==> src/rtl/mux_rr_pipe_if.sv <==
// Handshake bundle for mux_rr_pipe: CHANNELS producer lanes in, one consumer lane out.
// The producer side (in_data/in_valid/in_last) and the consumer's out_ready are
// driven through the master modport; the mux itself sits on the slave modport.
// Optional macro MUX_RR_PIPE_LOCK_EN adds the per-channel in_last lane.
interface mux_rr_pipe_if #(
  parameter int WIDTH    = 32,
  parameter int CHANNELS = 4
);
  localparam int SEL_W = (CHANNELS > 1) ? $clog2(CHANNELS) : 1;

  logic [CHANNELS*WIDTH-1:0] in_data;
  logic [CHANNELS-1:0]       in_valid;
  logic [CHANNELS-1:0]       in_ready;
`ifdef MUX_RR_PIPE_LOCK_EN
  logic [CHANNELS-1:0]       in_last;
`endif
  logic [WIDTH-1:0]          out_data;
  logic [SEL_W-1:0]          out_src;
  logic                      out_valid;
  logic                      out_ready;

`ifdef MUX_RR_PIPE_LOCK_EN
  modport master (
    output in_data, in_valid, in_last, out_ready,
    input  in_ready, out_data, out_src, out_valid
  );
  modport slave (
    input  in_data, in_valid, in_last, out_ready,
    output in_ready, out_data, out_src, out_valid
  );
`else
  modport master (
    output in_data, in_valid, out_ready,
    input  in_ready, out_data, out_src, out_valid
  );
  modport slave (
    input  in_data, in_valid, out_ready,
    output in_ready, out_data, out_src, out_valid
  );
`endif
endinterface

==> src/rtl/mux_rr_pipe.sv <==
// mux_rr_pipe: N-channel round-robin arbitrated mux with one registered output
// stage and full-throughput backpressure (load = !out_valid || out_ready).
// Optional macro MUX_RR_PIPE_LOCK_EN: a transfer with in_last=0 locks arbitration
// to that channel until its in_last=1 word transfers.
module mux_rr_pipe #(
  parameter int WIDTH    = 32,
  parameter int CHANNELS = 4
) (
  input logic          clk,
  input logic          rst_n,
  mux_rr_pipe_if.slave bus
);
  localparam int SEL_W = (CHANNELS > 1) ? $clog2(CHANNELS) : 1;
  localparam int SW1   = SEL_W + 1;
  localparam int PAD   = 1 << SEL_W;
  localparam logic [SEL_W:0]   CH_EXT  = SW1'(CHANNELS);
  localparam logic [SEL_W-1:0] LAST_CH = SEL_W'(CHANNELS - 1);

  logic [SEL_W-1:0] ptr;
  logic [SEL_W-1:0] winner;
  logic [SEL_W-1:0] ptr_nxt;
  logic [SEL_W:0]   idx;
  logic [PAD-1:0]   valid_pad;
  logic [PAD-1:0]   grant_pad;
  logic [WIDTH-1:0] sel_data;
  logic             load;
  logic             found;
  logic             xfer;
`ifdef MUX_RR_PIPE_LOCK_EN
  logic             lock_on;
  logic [SEL_W-1:0] lock_ch;
`endif

  assign load    = !bus.out_valid || bus.out_ready;
  assign xfer    = load && found;
  // Wrap explicitly so non-power-of-2 channel counts never leave ptr out of range.
  assign ptr_nxt = (winner == LAST_CH) ? '0 : winner + 1'b1;

  // Round-robin search from ptr upward, wrapping past the last channel.
  always_comb begin
    valid_pad = '0;
    valid_pad[CHANNELS-1:0] = bus.in_valid;
    found  = 1'b0;
    winner = ptr;
    idx    = '0;
    for (int k = 0; k < CHANNELS; k++) begin
      idx = {1'b0, ptr} + SW1'(k);
      if (idx >= CH_EXT) idx = idx - CH_EXT;
      if (!found && valid_pad[idx[SEL_W-1:0]]) begin
        found  = 1'b1;
        winner = idx[SEL_W-1:0];
      end
    end
`ifdef MUX_RR_PIPE_LOCK_EN
    // A locked burst owns the output even while its channel is idle.
    if (lock_on) begin
      winner = lock_ch;
      found  = valid_pad[lock_ch];
    end
`endif
  end

  // One-hot grant (held off during reset) and selection of the winning word.
  always_comb begin
    grant_pad = '0;
    sel_data  = '0;
    if (rst_n && xfer) grant_pad[winner] = 1'b1;
    for (int i = 0; i < CHANNELS; i++) begin
      if (winner == SEL_W'(i)) sel_data = bus.in_data[i*WIDTH +: WIDTH];
    end
  end

  assign bus.in_ready = grant_pad[CHANNELS-1:0];

  // Output register and arbitration state; a stall holds everything.
  always_ff @(posedge clk or negedge rst_n) begin
    if (!rst_n) begin
      bus.out_valid <= 1'b0;
      bus.out_data  <= '0;
      bus.out_src   <= '0;
      ptr           <= '0;
`ifdef MUX_RR_PIPE_LOCK_EN
      lock_on       <= 1'b0;
      lock_ch       <= '0;
`endif
    end else if (load) begin
      if (found) begin
        bus.out_valid <= 1'b1;
        bus.out_data  <= sel_data;
        bus.out_src   <= winner;
`ifdef MUX_RR_PIPE_LOCK_EN
        if (bus.in_last[winner]) begin
          lock_on <= 1'b0;
          ptr     <= ptr_nxt;
        end else begin
          lock_on <= 1'b1;
          lock_ch <= winner;
        end
`else
        ptr <= ptr_nxt;
`endif
      end else begin
        bus.out_valid <= 1'b0;
      end
    end
  end
endmodule
==> src/flat_wrapper.sv <==
// flat-port wrapper written by rule: the top's interface ports become plain ports
module mux_rr_pipe_flat 
#(
  parameter int WIDTH    = 32,
  parameter int CHANNELS = 4
)
  (clk, rst_n, bus_in_data, bus_in_valid, bus_out_ready, bus_in_ready, bus_out_data, bus_out_src, bus_out_valid);
  mux_rr_pipe_if #(.WIDTH(WIDTH), .CHANNELS(CHANNELS)) bus_i ();
  input logic clk;
  input logic rst_n;
  input wire logic [$bits(bus_i.in_data)-1:0] bus_in_data;
  input wire logic [$bits(bus_i.in_valid)-1:0] bus_in_valid;
  input wire logic [$bits(bus_i.out_ready)-1:0] bus_out_ready;
  output wire logic [$bits(bus_i.in_ready)-1:0] bus_in_ready;
  output wire logic [$bits(bus_i.out_data)-1:0] bus_out_data;
  output wire logic [$bits(bus_i.out_src)-1:0] bus_out_src;
  output wire logic [$bits(bus_i.out_valid)-1:0] bus_out_valid;
  assign bus_i.in_data = bus_in_data;
  assign bus_i.in_valid = bus_in_valid;
  assign bus_i.out_ready = bus_out_ready;
  assign bus_in_ready = bus_i.in_ready;
  assign bus_out_data = bus_i.out_data;
  assign bus_out_src = bus_i.out_src;
  assign bus_out_valid = bus_i.out_valid;
  mux_rr_pipe #(.WIDTH(WIDTH), .CHANNELS(CHANNELS)) u_core (.clk(clk), .rst_n(rst_n), .bus(bus_i));
endmodule
==> config.mk <==
export PLATFORM = sky130hd
export DESIGN_NAME = mux_rr_pipe_flat
export DESIGN_NICKNAME = d
export VERILOG_FILES = /design/src/rtl/mux_rr_pipe_if.sv /design/src/rtl/mux_rr_pipe.sv /design/src/flat_wrapper.sv
export SDC_FILE = /design/constraint.sdc
export NUM_CORES = 1
export LEC_CHECK = 0
export BUFFER_PORTS_ARGS = -buffer_cell sky130_fd_sc_hd__buf_2
export CORE_ASPECT_RATIO = 0.75
export CORE_MARGIN = 3
export CORE_UTILIZATION = 25
export CTS_BUF_LIST = sky130_fd_sc_hd__clkbuf_8
export CTS_CLUSTER_DIAMETER = 200
export DETAILED_ROUTE_END_ITERATION = 7
export SYNTH_ARGS = -nofsm -noshare
export SYNTH_HDL_FRONTEND = slang
export SYNTH_SLANG_ARGS = --single-unit
==> constraint.sdc <==
create_clock -name clk -period 3.4 [get_ports clk]
set_clock_uncertainty 0.05 [all_clocks]
set_input_delay 0.17 -clock clk [delete_from_list [all_inputs] [get_ports clk]]
set_output_delay 0.17 -clock clk [all_outputs]
set_load 0.1 [all_outputs]
==> impl_results.md, run 1 <==
* Status: completed
* Reg area at 926 sq um
* Min setup slack post-route at 274 ps
* GRT Overall Usage at 15.1%
* Placer Congestion at 0.812
* Max Freq at 320 MHz
* CP Capture Type: output pin
* Dominant cells by area after synthesis: dfrtp_1, a221o_1, a21oi_2
* Mapped Area at 2800 sq um
* DP Worst Slack at 472 ps
* Max VDD drop at 728 uV
* Final ANT Viol Nets at 0
* Cell accounting for the most synthesized area: dfrtp_1
* Worst-Margin Slew at 1120 ps
* Number of buffers created by CTS at 5
* Cell count after placement at 617
* Vias in the first global route at 3283
* Area of the multi-input gates at 1590 sq um
* Core area at 10600 sq um
* WP data required at 3180 ps
* Slowest CP cell: ha_2
* Final min period at 3130 ps
* Post-Syn Area per Cell at 8.34 sq um
* DIE AREA at 12500 sq um
* Die Ht at 97.7 microns
* CTS sink cnt at 37
* Final core occ at 36.4%
* Power per cell area at 1040 nW/um^2
* Most common flop cell mapped by yosys: dfrtp_1
* EDFF count, synth at 0
* H-tree levels at 2
* Crit-path cells: o22ai_1 -> a221oi_1 -> and2_1 -> ha_2 -> and3_1 -> buf_2
* Worst-Skew Late Latency at 290 ps
* Final Cycle Share at 91.9%
* Hold_ws at 81.6 ps
* Post-synthesis sequential area ratio at 33.0%
* Yosys synthesis warning count at 0
* Initial antenna violation count at 0
* Via count at 3232
* Critical Path Fanout Max at 33
* Placed Area at 3760 sq um
* Setup TNS at 0 ps
* GRT overflow at 0
* Arrival time at the worst endpoint at 2910 ps
* Post-layout nets at 628
* Final Hold Viols at 0
* Largest net degree at the start of global routing at 46
* CTS root buf: clkbuf_8
* Port bufs at 173
* CTS max path bufs at 2
* Layout area overhead at 37.7%
* Final instance area at 3860 sq um
* Drt total wl at 9870 microns
* Layout filler cell count at 1115
* # IOs at 174
* Clock transition at the registers of the reported paths at 80 ps
* Post-route DRC at 0
* R2r setup slk at 440 ps
* Die width at 128 microns
* Async set-or-reset flop fraction in the synthesized netlist at 100%
* Slew Viols, Final at 0
* # diodes at 0
* Drt wl/cell at 15.8 microns
* Number of synthesized register bits at 37
* Synth Net Count at 475
* RSZ-0062 raised after global routing: false
* MaxCap Viol Count at 0
* Post-Syn Instances at 336
* Largest stage delay, worst path at 630 ps
* Avg Vias per Cell at 5.17
* Share of the synthesized area in the top cell type at 33.0%
* First-pass DRT Iterations at 4
* Normalized max-slew margin at 25.2%
* Drt initial violations at 139
* Static leakage at 1.80 nW
* Setup crit start kind: flip-flop
* Final Setup Violations at 0
* Row count at 32
* Worst min path class: in2reg
* Non-filler cells in the finished layout at 625
* CTS tree: done
* Post-DP HPWL at 7210 microns
* Critical path class: reg2out
* Layout cells sized above 1 at 46.2%
* First-pass GRT wire length at 15700 microns
* Post-synthesis cell type count at 30
* Initial Util at 26.4%
* Power after layout at 4.02 mW
critical path, delay by kind of cell (launching register included):
family	cells	cell delay, ps
compound gates	2	610
fa+ha+maj	1	630
buf+inv	1	430
flops	1	420
simple gates	2	530
metal layers:
| metal | track usage, % | up-vias | share of wire, % |
|---|---|---|---|
| met5 | 0 | - | 0 |
| met4 | 4.08 | 0 | 1.2 |
| met3 | 4.23 | 12 | 9.5 |
| met2 | 25.5 | 178 | 47 |
| met1 | 18.9 | 1503 | 42 |
| li1 | - | 1539 | - |
final cells by class:
type / instances / area share [%]
clock buffers: 6 / 2.14
multi-input cells: 229 / 41.3
flip-flops and latches: 37 / 24.0
well taps: 136 / 4.41
repair buffers: 183 / 24.8
clock inverters: 1 / 0.0973
inverters: 33 / 3.21
state kept, by name, indices dropped and copies added (netlist names):
register,flops
u_core.bus.out_src,2
u_core.ptr,2
u_core.bus.out_valid,1
u_core.bus.out_data,32
cells in the mapped netlist (2+ instances only):
cell / count
buf_2: 13
inv_1: 33
a31oi_1: 33
and3_1: 4
buf_6: 3
o21ai_0: 2
a221o_1: 32
buf_1: 3
clkbuf_1: 18
dfrtp_1: 37
a21oi_2: 30
a21oi_1: 36
nand2_1: 34
nand2b_1: 3
nor2b_1: 3
ha_1: 4
nor2_1: 4
nand3b_1: 32
logic make-up (layout without fill, tap and decap cells):
group                    count (synthesis)  after routing  synth area share (%)
AND/OR/NAND/NOR                         85             85                  17.3
AO/OA/AOI/OAI                          139            139                  36.7
flip-flops                              37             37                  33.0
multiplexers                             1              1                 0.402
buffers and inverters                   70            223                  10.8
adder cells (fa/ha/maj)                  4              4                  1.79
report_power, final:
group,leakage (nW),switching (mW),total [mW],internal (mW)
sequential,0.426,0.152,0.791,0.638
combinational,1.32,2.20,2.91,0.714
clock,0.0485,0.160,0.318,0.158
cells in the final DEF, fill, tap and decap left out, types with 3 or more instances in the layout:
cell and instances:
buf_4 9, ha_2 3, inv_1 34, and3_1 4
a21oi_2 30, nor2b_1 3, a21oi_1 36, nor2_1 3
a221o_1 32, a31oi_1 33, clkbuf_8 6, nand3b_1 32
buf_2 172, dfrtp_1 37, nand2_1 34
timing repair:
item	4_1_cts	5_1_grt
gates resized for setup	0	0
buffers inserted	0	0
hold buffers	1	0
endpoints found under the hold margin	37	0
final timing paths:
path / from / endpoint / depth (start not counted)
setup / recovery: u_core.ptr[0] / bus_in_ready[3] / 6
hold / removal: bus_in_data[101] / u_core.bus.out_data[5] / 3
setup reg to reg: u_core.ptr[1] / u_core.bus.out_data[18] / 8
hold reg to reg: u_core.bus.out_src[1] / u_core.bus.out_src[1] / 2
max in group asynchronous: rst_n / u_core.ptr[0] / 3
min in group asynchronous: rst_n / u_core.bus.out_data[26] / 3
No activity file was read; power rests on OpenSTA's default activity.
==> inputs of run 2 (changes only) <==
--- a/config.mk
+++ b/config.mk
@@ -5,6 +5,7 @@
 export SDC_FILE = /design/constraint.sdc
 export NUM_CORES = 1
 export LEC_CHECK = 0
+export ABC_AREA = 1
 export BUFFER_PORTS_ARGS = -buffer_cell sky130_fd_sc_hd__buf_2
 export CORE_ASPECT_RATIO = 0.75
 export CORE_MARGIN = 3
==> impl_results.md, run 2 <==
* Layout filler cell count at 1152
* Final Setup Violations at 0
* Post-layout nets at 754
* Cell accounting for the most synthesized area: dfrtp_1
* Critical path class: reg2out
* Drt wl/cell at 12.9 microns
* Reg area at 926 sq um
* Mapped Area at 2690 sq um
* GRT overflow at 0
* Layout area overhead at 43.3%
* Area of the multi-input gates at 1580 sq um
* Dominant cells by area after synthesis: dfrtp_1, nand2_1, o21ai_0
* # IOs at 174
* Commonest cells after routing, fill and taps aside: nand2_1, buf_2, o21ai_0
* Post-DP HPWL at 7630 microns
* Async set-or-reset flop fraction in the synthesized netlist at 100%
* Max Freq at 325 MHz
* Core area at 10400 sq um
* Post-synth top cells: nand2_1, o21ai_0, dfrtp_1, a21oi_1, clkbuf_1
* Layout cells sized above 1 at 33.1%
* Placed Area at 3730 sq um
* EDFF count, synth at 0
* H-tree levels at 2
* Worst-Skew Late Latency at 290 ps
* Final instance area at 3860 sq um
* Setup crit start kind: flip-flop
* Final Cycle Share at 90.4%
* CP Capture Type: output pin
* Normalized max-slew margin at 57.7%
* Arrival time at the worst endpoint at 2850 ps
* Non-filler cells in the finished layout at 752
* Initial antenna violation count at 0
* Status: completed
* First-pass GRT wire length at 15100 microns
* WP data required at 3180 ps
* Cell count after placement at 742
* Post-route DRC at 0
* Largest net degree at the start of global routing at 38
* R2r setup slk at 520 ps
* Row count at 32
* Post-Syn Instances at 449
* Die width at 126 microns
* CTS tree: done
* CTS root buf: clkbuf_8
* Number of buffers created by CTS at 5
* Worst min path class: in2reg
* Port bufs at 173
* Avg Vias per Cell at 4.54
* Setup Fix Bufs, Post-CTS at 0
* Final ANT Viol Nets at 0
* Via count at 3414
* First-pass DRT Iterations at 4
* Final min period at 3070 ps
* Drt total wl at 9730 microns
* Clock transition at the registers of the reported paths at 90 ps
* Slew Viols, Final at 0
* Die Ht at 95.9 microns
* Synth Net Count at 588
* Number of synthesized register bits at 37
* Most common flop cell mapped by yosys: dfrtp_1
* Largest regs: u_core.bus.out_data x32, u_core.bus.out_src x2, u_core.ptr x2
* Post-synthesis cell type count at 18
* Worst-Margin Slew at 633 ps
* Setup TNS at 0 ps
* RSZ-0062 raised after global routing: false
* Share of the synthesized area in the top cell type at 34.4%
* Most common cell after layout, fill and taps aside: nand2_1
* MaxCap Viol Count at 0
* DIE AREA at 12100 sq um
* Final Hold Viols at 0
* Vias in the first global route at 3128
* Most flop-heavy register: u_core.bus.out_data
* CTS max path bufs at 2
* Post-Syn Area per Cell at 6.00 sq um
* Most frequent cell after synthesis: nand2_1
* # diodes at 0
* Hold_ws at 137 ps
* GRT Overall Usage at 15.5%
* Post-synthesis sequential area ratio at 34.4%
* Max FFs per register at 32
* Placer Congestion at 0.866
* Critical Path Fanout Max at 16
* Initial Util at 25.9%
* CTS sink cnt at 37
* Drt initial violations at 142
* Yosys synthesis warning count at 0
## run 2: layout make-up
type                       instances  area share [%]
sequential                        37            24.0
tap                              136            4.41
multi-input combinational        367            40.8
clock inverter                     3            1.20
clock buffer                       5            1.78
inverter                          16            1.56
timing repair buffer             188            26.2
## run 2: final timing paths
check	startpoint	end	cells after the start
max	u_core.ptr[0]	bus_in_ready[2]	16
min	bus_in_data[123]	u_core.bus.out_data[27]	5
max reg2reg	u_core.ptr[0]	u_core.bus.out_data[2]	19
min reg2reg	u_core.bus.out_data[7]	u_core.bus.out_data[7]	2
max in group asynchronous	rst_n	u_core.bus.out_data[6]	3
min in group asynchronous	rst_n	u_core.bus.out_data[23]	3
## run 2: cell families after synthesis
group / after synthesis / synth area share, %
adder cells (fa/ha/maj): 4 / 1.86
AND/OR/NAND/NOR: 261 / 36.9
flip-flops: 37 / 34.4
AO/OA/AOI/OAI: 102 / 19.1
buffers and inverters: 45 / 7.76
## run 2: critical path, stage by stage, from the launching register on
cell	delay (ps)
dfrtp_1	500
inv_2	180
nand2_1	90
nand2_2	90
nand2_1	60
nand2_1	100
nand2_1	70
nor2_2	170
nand2_1	90
nand3_1	130
nand2_1	120
inv_1	100
ha_1	200
inv_1	70
buf_4	190
nor2_1	200
buf_12	200
## run 2: repair_timing
action | in CTS | in global routing
hold buffers | 2 | 0
gates resized for setup | 0 | 0
setup endpoints to repair | 0 | 0
endpoints found under the hold margin | 38 | 0
## run 2: per-stage QoR
step | setup slack, ps | utilization [%]
after global routing | 61.6 | 37.1
after CTS | 305 | 37.1
after floorplan | 33.1 | -
after detailed placement | 528 | 35.8
final | 325 | 37.1
after global placement | 608 | 35.8
## run 2: routing by layer
metal  global-route usage (%)  share of wire (%)
met4                     3.57               0.85
met5                        0                  0
met2                     27.0                 47
met3                     4.49                 10
met1                     19.3                 42
Power of run 2 is left out: the tool's default activity adds up to more than one toggle a clock period on the data nets, which glitch-free logic cannot reach.
